===== config.mk =====
export PLATFORM = sky130hd
export DESIGN_NAME = mem_arbiter
export DESIGN_NICKNAME = d
export VERILOG_FILES = /design/src/rtl/mem_arbiter.sv
export SDC_FILE = /design/constraint.sdc
export NUM_CORES = 1
export LEC_CHECK = 0
export CAP_MARGIN = 20
export CORE_MARGIN = 2
export CORE_UTILIZATION = 44
export CTS_CLUSTER_SIZE = 20
export DETAILED_ROUTE_END_ITERATION = 8
export PLACE_DENSITY_LB_ADDON = 0.08
export SKIP_CTS_REPAIR_TIMING = 1
export SYNTH_ARGS = -nofsm -noshare
export SYNTH_HDL_FRONTEND = slang
export SYNTH_SLANG_ARGS = --single-unit

===== constraint.sdc =====
create_clock -name clk -period 2.5 [get_ports clk]
set_input_delay 0.25 -clock clk [delete_from_list [all_inputs] [get_ports clk]]
set_output_delay 0.25 -clock clk [all_outputs]
set_load 0.01 [all_outputs]

===== src/rtl/mem_arbiter.sv =====
// mem_arbiter: two-port round-robin arbiter and access sequencer for the unified memory.
// Define ARB_PERF_CNT_EN to add saturating grant/conflict counters with a synchronous clear.
module mem_arbiter #(
  parameter int ADDR_W = 32,
  parameter int DATA_W = 32,
  parameter int CNT_W  = 16
) (
  input  logic              clk,
  input  logic              rst_n,
  input  logic              m0_req,
  input  logic              m0_we,
  input  logic [ADDR_W-1:0] m0_addr,
  input  logic [DATA_W-1:0] m0_wdata,
  output logic              m0_gnt,
  output logic              m0_rvalid,
  output logic [DATA_W-1:0] m0_rdata,
  input  logic              m1_req,
  input  logic              m1_we,
  input  logic [ADDR_W-1:0] m1_addr,
  input  logic [DATA_W-1:0] m1_wdata,
  output logic              m1_gnt,
  output logic              m1_rvalid,
  output logic [DATA_W-1:0] m1_rdata,
  output logic              mem_we,
  output logic [ADDR_W-1:0] mem_a,
  output logic [DATA_W-1:0] mem_wd,
  input  logic [DATA_W-1:0] mem_rd,
  output logic              busy
`ifdef ARB_PERF_CNT_EN
  ,
  input  logic              cnt_clr,
  output logic [CNT_W-1:0]  gnt_cnt0,
  output logic [CNT_W-1:0]  gnt_cnt1,
  output logic [CNT_W-1:0]  conflict_cnt
`endif
);

  // state  | meaning
  // IDLE   | no transaction; arbitrate incoming requests
  // ACCESS | drive the latched request onto the memory for one cycle
  // RESP   | pulse rvalid to the latched port; may accept the next request
  typedef enum logic [1:0] {S_IDLE, S_ACCESS, S_RESP} state_t;

  state_t            r_state;
  logic              r_last_gnt;
  logic              r_id;
  logic              r_we;
  logic [ADDR_W-1:0] r_addr;
  logic [DATA_W-1:0] r_wdata;
  logic [DATA_W-1:0] r_rdata0;
  logic [DATA_W-1:0] r_rdata1;

  logic w_arb;
  logic w_gnt0;
  logic w_gnt1;
  logic w_access;

  // On contention the port that did not win last time is preferred.
  assign w_arb    = (r_state != S_ACCESS);
  assign w_gnt0   = w_arb & m0_req & (~m1_req | r_last_gnt);
  assign w_gnt1   = w_arb & m1_req & (~m0_req | ~r_last_gnt);
  assign w_access = (r_state == S_ACCESS);

  always_ff @(posedge clk or negedge rst_n) begin
    if (!rst_n) begin
      r_state    <= S_IDLE;
      r_last_gnt <= 1'b1;
      r_id       <= 1'b0;
      r_we       <= 1'b0;
      r_addr     <= '0;
      r_wdata    <= '0;
      r_rdata0   <= '0;
      r_rdata1   <= '0;
    end else begin
      case (r_state)
        S_IDLE, S_RESP: begin
          if (w_gnt0 | w_gnt1) begin
            r_state    <= S_ACCESS;
            r_id       <= w_gnt1;
            r_last_gnt <= w_gnt1;
            r_we       <= w_gnt1 ? m1_we    : m0_we;
            r_addr     <= w_gnt1 ? m1_addr  : m0_addr;
            r_wdata    <= w_gnt1 ? m1_wdata : m0_wdata;
          end else begin
            r_state <= S_IDLE;
          end
        end
        S_ACCESS: begin
          r_state <= S_RESP;
          if (r_id) r_rdata1 <= r_we ? '0 : mem_rd;
          else      r_rdata0 <= r_we ? '0 : mem_rd;
        end
        default: r_state <= S_IDLE;
      endcase
    end
  end

  assign m0_gnt    = w_gnt0;
  assign m1_gnt    = w_gnt1;
  assign m0_rvalid = (r_state == S_RESP) & ~r_id;
  assign m1_rvalid = (r_state == S_RESP) & r_id;
  assign m0_rdata  = r_rdata0;
  assign m1_rdata  = r_rdata1;
  // Memory strobes are decoded from state so a reset during ACCESS kills the write at once.
  assign mem_we    = w_access & r_we;
  assign mem_a     = w_access ? r_addr  : '0;
  assign mem_wd    = w_access ? r_wdata : '0;
  assign busy      = (r_state != S_IDLE);

`ifdef ARB_PERF_CNT_EN
  logic [CNT_W-1:0] r_gnt_cnt0;
  logic [CNT_W-1:0] r_gnt_cnt1;
  logic [CNT_W-1:0] r_conflict_cnt;

  always_ff @(posedge clk or negedge rst_n) begin
    if (!rst_n) begin
      r_gnt_cnt0     <= '0;
      r_gnt_cnt1     <= '0;
      r_conflict_cnt <= '0;
    end else if (cnt_clr) begin
      r_gnt_cnt0     <= '0;
      r_gnt_cnt1     <= '0;
      r_conflict_cnt <= '0;
    end else begin
      if (w_gnt0 && (r_gnt_cnt0 != '1))
        r_gnt_cnt0 <= r_gnt_cnt0 + CNT_W'(1);
      if (w_gnt1 && (r_gnt_cnt1 != '1))
        r_gnt_cnt1 <= r_gnt_cnt1 + CNT_W'(1);
      if (w_arb && m0_req && m1_req && (r_conflict_cnt != '1))
        r_conflict_cnt <= r_conflict_cnt + CNT_W'(1);
    end
  end

  assign gnt_cnt0     = r_gnt_cnt0;
  assign gnt_cnt1     = r_gnt_cnt1;
  assign conflict_cnt = r_conflict_cnt;
`endif

endmodule


-- Word level (Yosys, flattened, before mapping)
Cells that the tools add are included.
- bits in writable memories: 0
- memories: 0
- ROM bits: 0
- register bits after elaboration: 133
- input bits: 166
- latch bits: 0
- output and inout port bits: 134
- eq/ne operators: 3
- $add $sub $neg: 0
- shift-type cells: 0
- $mul: 0
- multiplexer cells: 8
- divide/modulo/power cells: 0
- reductions and logical operators: 6
- bitwise gates (word level): 14
- magnitude comparators: 0
- operators by type and width (operator ; number):
    2-to-1 mux 32 bit ; 5
    bitwise AND 1 bit ; 7
    AND reduction 2 bit ; 3
    inverter 1 bit ; 4
    case mux 2 bit (2 select lines) ; 1
    OR 1 bit ; 3
    == test 2 x 1 -> 1 bit, second input constant ; 1
    == test 2 bit, second input constant ; 1
    zero test 2 bit ; 1
    2-to-1 mux 1 bit ; 2
    inequality test 2 x 1 -> 1 bit, second input constant ; 1
    nonzero test 2 bit ; 1
    OR reduction 2 bit ; 1

-- Logic depth before layout (Yosys ltp)
Gate-level depths: netlist (run 1).
- depth in word-level cells: 6
- depth in mapped cells: 6
- mapped depth without buffers: 4

-- Least setup slack after synthesis (run 1)
OpenSTA, ideal clock, no wires.
- path type: reg2out
- start point: register r_state[1]
- end point: output mem_a[10]
- cell stages (with the launch flop): 6
- setup slack: 1070 ps
- arrival: 1180 ps
- buffers on the path: 2
- required time: 2250 ps
- cell sequence: dfrtp_1 nand2b_1 inv_2 buf_4 clkbuf_1 and2_1
- longest elaborated chain between the ends: 2
- ends and longest elaborated chain (element ; RTL line ; RTL):
    start: declaration ; 44 ; state_t r_state;
    start signal: assignment ; 66 ; r_state <= S_IDLE;
    start signal: assignment ; 78 ; r_state <= S_ACCESS;
    start signal: assignment ; 85 ; r_state <= S_IDLE;
    == test 2 x 1 -> 1 bit ; 62 ; assign w_access = (r_state == S_ACCESS);
    2-to-1 mux 32 bit ; 106 ; assign mem_a = w_access ? r_addr : '0;
    end: declaration ; 25 ; output logic [ADDR_W-1:0] mem_a,
No other way between the ends.

-- Worst setup path in the final report (run 1)
- start point: register r_state[1]
- end point: output mem_wd[1]
- longest elaborated chain between the ends: 2
- ends and longest elaborated chain (element ; RTL line ; RTL):
    == test 2 x 1 -> 1 bit ; 62 ;
    2-to-1 mux 32 bit ; 107 ; assign mem_wd = w_access ? r_wdata : '0;
    end: declaration ; 26 ; output logic [DATA_W-1:0] mem_wd,
No other way between the ends.

==> impl_metrics.toml, run 1 <==
[timing]
hold_viol_final = 0
maxSlewViolCount = 0
setup_viol = 0
max_clock_freq_ghz = 0.4184
setup-tns-final_ns = 0
min_period_over_period_pct = 95.61
clock_skew_ns = 0.007123
rsz0062_at_grt = "false"
fin_crit_ns = 2.390
relSlewSlack_pct = 57.82
max_slew.worst_pin.slew_ns = 0.6327

[clock_network]
cts_tree = "built"
clock_latency_ns = 0.42
path_clk_slew_ns = 0.06
cts.sinks = 133
cts_buffer_depth = 2
cts_inserted_buffers = 17
root_buffer = "clkbuf_16"
htree_levels = 4

[floorplanning]
fp.dieW_microns = 123.1
die_h_microns = 123.1
die_area_sq_mm = 0.01516
initial_core_util_pct = 44.98
io_pins = 300
core_sq_mm = 0.01388
num_rows = 43

[synth]
synth_fp_nets = 869
synth_top_area_share_pct = 52.91
synth_cell_types = 26
synth_cells = 703
yosys_warnings = 0
yosysTopAreaCell = "dfrtp_1"
synth_seq_area_share_pct = 53.33
synthTopCellsByArea = "dfrtp_1 53%, o21ai_0 7.2%, a31oi_1 6.7%"
syn-cell-area_sq_mm = 0.006243
synth.avg_cell_area_sq_um = 8.881
synth-seq-cells = 133

[grt]
grt_overflow = 0
gr-usage-all-layers_pct = 25.71
grt_max_degree = 78
grt_first_pass_wirelength_mm = 30.04
antenna_found_initial = 0
grt_pass1_vias = 5987

[critical_path]
startpoint_type = "flip-flop"
crit_fanout = 55
cp_slowest_stage_delay_ns = 0.55
cp_cell_sequence = "nand2b_2, inv_4, buf_12, and2_1, clkdlybuf4s50_1"
worstSetupPathType = "flip-flop to output pin"
cp_top_family = "buffers and inverters"
required_ns = 2.25
crit_slowest_cell = "clkdlybuf4s50_1"
end_kind = "output pin"
cp_data_arrival_time_ns = 2.14
cp_num_buf_inv = 3

[routing]
routed-via-count = 6234
antenna_left = 0
route.detailed.drc = 0
drtIter0Drc = 495
firstDrtPassIters = 5
routed_wl_mm = 19.99
avgRoutedWirePerCell_microns = 17.13
drt-vias-per-instance = 5.342

[pwr]
ir_worst_vdd_v = 0.0004989
p_comb_share_pct = 35.7
switchingPower_mw = 2.732
p_int_mw = 6.075
clkPwrFrac_pct = 28.2
p_leak_nw = 3.998
power_mw = 8.807
power.density_mw_per_mm2 = 880.9
switching_share_pct = 31.02
seqPwrFrac_pct = 36.1

[place]
place_congestion = 0.8142
io_buffers = 299
post_dp_cell_area_sq_mm = 0.009369
dpl.hpwl_mm = 13.80

[layout]
syn_to_final_growth_pct = 60.14
fillers = 1046
antenna_cells = 0
final_common_cell = "clkdlybuf4s50_1"
final_nets = 1140
post-route-util_pct = 72.03
regArea_sq_mm = 0.003329
final_cell_area_sq_mm = 0.009998
multiInputGateArea_sq_mm = 0.002601
final_cell_mix = "298 x clkdlybuf4s50_1, 132 x dfrtp_1, 90 x o21ai_0, 68 x nor2_1, 67 x a31oi_1"
drive_gt1_share_pct = 5.775

[outcome]
status = "complete, no violations"

[hold_path]
hp-class = "input pin to async pin"

[run]
cap_violations = 0
-- Yosys cell counts, drive strengths merged --
cell,number
dfrtp,132
o21ai,129
nor2,68
a31oi,67
and2,65
nand3,65
nand2,64
nand2b,34
buf,33
clkbuf,33
and3,2
inv,2
a21bo,1
a21boi,1
dfstp,1
nand3b,1
nor2b,1
nor3b,1
o21ba,1
or2,1
or3b,1
-- kinds of logic (layout without fill, tap and decap cells) --
logic type	Yosys count	after routing	synth area share (%)
and+or+nand+nor	303	303	23.85
AOI/OAI and AO/OA	199	199	17.50
buffers and inverters	68	352	5.331
DFF	133	133	53.33
-- registers in the layout, summed over array words and instances (netlist names) --
signal      flops
m0_rdata       32
m1_rdata       32
r_addr         32
r_wdata        32
r_state         2
r_id            1
r_last_gnt      1
r_we            1
-- layout make-up --
| cell class | instances | area share, % |
|---|---|---|
| clock inverters | 13 | 1.589 |
| multi-input cells | 502 | 26.02 |
| repair buffers | 318 | 32.41 |
| flip-flops and latches | 133 | 33.30 |
| well taps | 180 | 2.253 |
| clock buffers | 19 | 4.330 |
| inverters | 2 | 0.1001 |
-- stage by stage --
step,std cells,setup WS [ns],hold slack (ns)
6_report,1167,0.1099,0.3235
5_1_grt,1167,0.01645,0.3582
4_1_cts,1165,0.05207,-0.2256
3_5_place_dp,1133,0.4110,0.2213
3_3_place_gp,1133,0.4631,0.2194
2_1_floorplan,703,1.070,-0.04559
-- path summary, 6_finish.rpt --
kind                                     end         start  slack, ns  cells past startpoint
worst max-delay path               mem_wd[1]    r_state[1]       0.11                      5
worst min-delay path             m1_rdata[4]         rst_n       0.32                      2
worst max register to register     r_addr[7]    r_state[0]       0.64                      5
worst min register to register  m1_rdata[25]  m1_rdata[25]       0.48                      2
max in group asynchronous         r_last_gnt         rst_n       1.48                      3
min in group clk                  r_wdata[9]   m1_wdata[9]       0.41                      3
-- power groups by stage --
stage	Sequential (mW)	Clock (mW)	Combinational [mW]
global placement	3.17	0	3.06
floorplan	3.31	0	1.20
detailed placement	3.21	0	3.12
finish	3.18	2.49	3.14
CTS	3.18	2.52	3.14
global route	3.26	2.63	3.43
-- metal layers --
layer,vias to the layer above,GRT usage (%),wire (microns)
met3,36,7.934,1686
met4,0,10.80,507
met5,-,0,0
met2,280,41.86,9749
li1,2952,-,-
met1,2966,31.73,8042
(Power assumes the default switching activity.)
==> run 2, diff against run 1 <==
Settings changed: CAP_MARGIN 20 to unset, CORE_MARGIN 2 to unset.
==> run 2 against run 1 <==
Core utilization increased by 0.18 points. Sequential power hardly changed. Die area decreased by 3.2%. Via count decreased by 1.8%. Flip-flop and latch count did not move. Largest cell class unchanged. Clock skew shrank 0.0010 ns. Power barely moved. Design area increased by 0.25%.
==> impl_metrics.toml, run 2 (synthesized netlist as in run 1, its figures left out) <==
[floorplanning]
num_rows = 43
die_h_microns = 121.1
io_pins = 300
die_area_sq_mm = 0.01467
core_sq_mm = 0.01388
fp.dieW_microns = 121.1
initial_core_util_pct = 44.98

[place]
place_congestion = 0.8228
dpl.hpwl_mm = 13.15
io_buffers = 299

[timing]
setup-tns-final_ns = 0
hold_viol_final = 0
max_slew.worst_pin.slew_ns = 0.6259
max_clock_freq_ghz = 0.4151
relSlewSlack_pct = 58.28
maxSlewViolCount = 0
fin_crit_ns = 2.409
setup_viol = 0
min_period_over_period_pct = 96.36
clock_skew_ns = 0.006088

[critical_path]
cp_data_arrival_time_ns = 2.16
end_kind = "output pin"
required_ns = 2.25
worstSetupPathType = "flip-flop to output pin"
startpoint_type = "flip-flop"
crit_fanout = 30

[clock_network]
cts.sinks = 133
cts_buffer_depth = 2
htree_levels = 4
path_clk_slew_ns = 0.05
cts_tree = "built"
clock_latency_ns = 0.41
cts_inserted_buffers = 17
root_buffer = "clkbuf_16"

[layout]
final_nets = 1138
final_common_cell = "clkdlybuf4s50_1"
syn_to_final_growth_pct = 60.54
regArea_sq_mm = 0.003329
multiInputGateArea_sq_mm = 0.002601
fillers = 1031
drive_gt1_share_pct = 5.386
antenna_cells = 0
final_cell_mix = "298 x clkdlybuf4s50_1, 132 x dfrtp_1, 90 x o21ai_0, 68 x nor2_1, 67 x a31oi_1"

[routing]
drt-vias-per-instance = 5.261
antenna_left = 0
routed-via-count = 6124
route.detailed.drc = 0
avgRoutedWirePerCell_microns = 16.45
firstDrtPassIters = 7
routed_wl_mm = 19.14
drtIter0Drc = 481

[grt]
gr-usage-all-layers_pct = 26.45
antenna_found_initial = 0
grt_first_pass_wirelength_mm = 29.87
grt_pass1_vias = 6110
grt_max_degree = 67
grt_overflow = 0

[outcome]
status = "complete, no violations"

[pwr]
p_comb_share_pct = 35.9
clkPwrFrac_pct = 28.2
ir_worst_vdd_v = 0.0004800
seqPwrFrac_pct = 35.9
switching_share_pct = 30.32
p_leak_nw = 4.015
power_mw = 8.810
power.density_mw_per_mm2 = 878.9
p_int_mw = 6.139
switchingPower_mw = 2.671

[run]
cap_violations = 0

[hold_path]
hp-class = "input pin to async pin"
-- run 2: cell count changes in the layout (fill, tap and decap cells not counted) --
cell	delta
buf_4	-5
buf_12	+3
clkinvlp_4	-3
clkbuf_8	+2
clkbuf_1	+1
clkinv_4	-1
inv_4	-1
inv_6	+1
-- run 2: final cells by class --
| class | instances | share of cell area (%) |
|---|---|---|
| inverter | 2 | 0.1248 |
| sequential | 133 | 33.22 |
| tap | 180 | 2.247 |
| timing repair buffer | 316 | 32.56 |
| multi-input combinational | 502 | 25.95 |
| clock inverter | 9 | 1.273 |
| clock buffer | 22 | 4.631 |
-- run 2: power by group through the flow --
| stage | logic [mW] | registers, mW | clock network [mW] |
|---|---|---|---|
| 5_1_grt | 3.46 | 3.25 | 2.62 |
| 3_3_place_gp | 3.08 | 3.16 | 0 |
| 2_1_floorplan | 1.20 | 3.31 | 0 |
| 6_report | 3.16 | 3.17 | 2.48 |
| 3_5_place_dp | 3.14 | 3.19 | 0 |
| 4_1_cts | 3.16 | 3.16 | 2.53 |
-- run 2: critical path, cell delays in order (launching register included) --
cell             delay, ns
dfrtp_1               0.42
nand2b_2              0.26
inv_6                 0.17
buf_12                0.18
and2_1                0.17
clkdlybuf4s50_1       0.55
-- run 2: metrics by stage --
stage	setup WS, ns	utilization [%]	hold slack [ns]	cells	instance area (sq um)
after floorplan	1.070	-	-0.04559	703	6243
after global placement	0.3416	67.57	0.2723	1131	9379
after detailed placement	0.3103	67.57	0.2812	1131	9379
after CTS	-0.1345	71.83	-0.1551	1162	9971
after global routing	-0.003782	72.21	0.4170	1164	10020
final	0.09091	72.21	0.3840	1164	10020
-- run 2: per-layer routing --
layer,global-route usage (%),up-vias,share of wire [%]
met5,0,-,0
met4,11.65,0,3.3
met3,8.130,43,7.4
met2,44.57,232,50
met1,30.97,2900,40
li1,-,2949,-
-- run 2: path summary, 6_finish.rpt --
kind	from	to	slack, ns	cells past startpoint
setup reg to reg	r_last_gnt	r_wdata[2]	0.74	4
max in group asynchronous	rst_n	r_last_gnt	1.26	3
hold / removal	rst_n	m1_rdata[9]	0.38	2
min in group clk	m1_wdata[14]	r_wdata[14]	0.42	3
hold reg to reg	m1_rdata[7]	m1_rdata[7]	0.47	2
setup / recovery	r_state[1]	mem_wd[8]	0.09	5
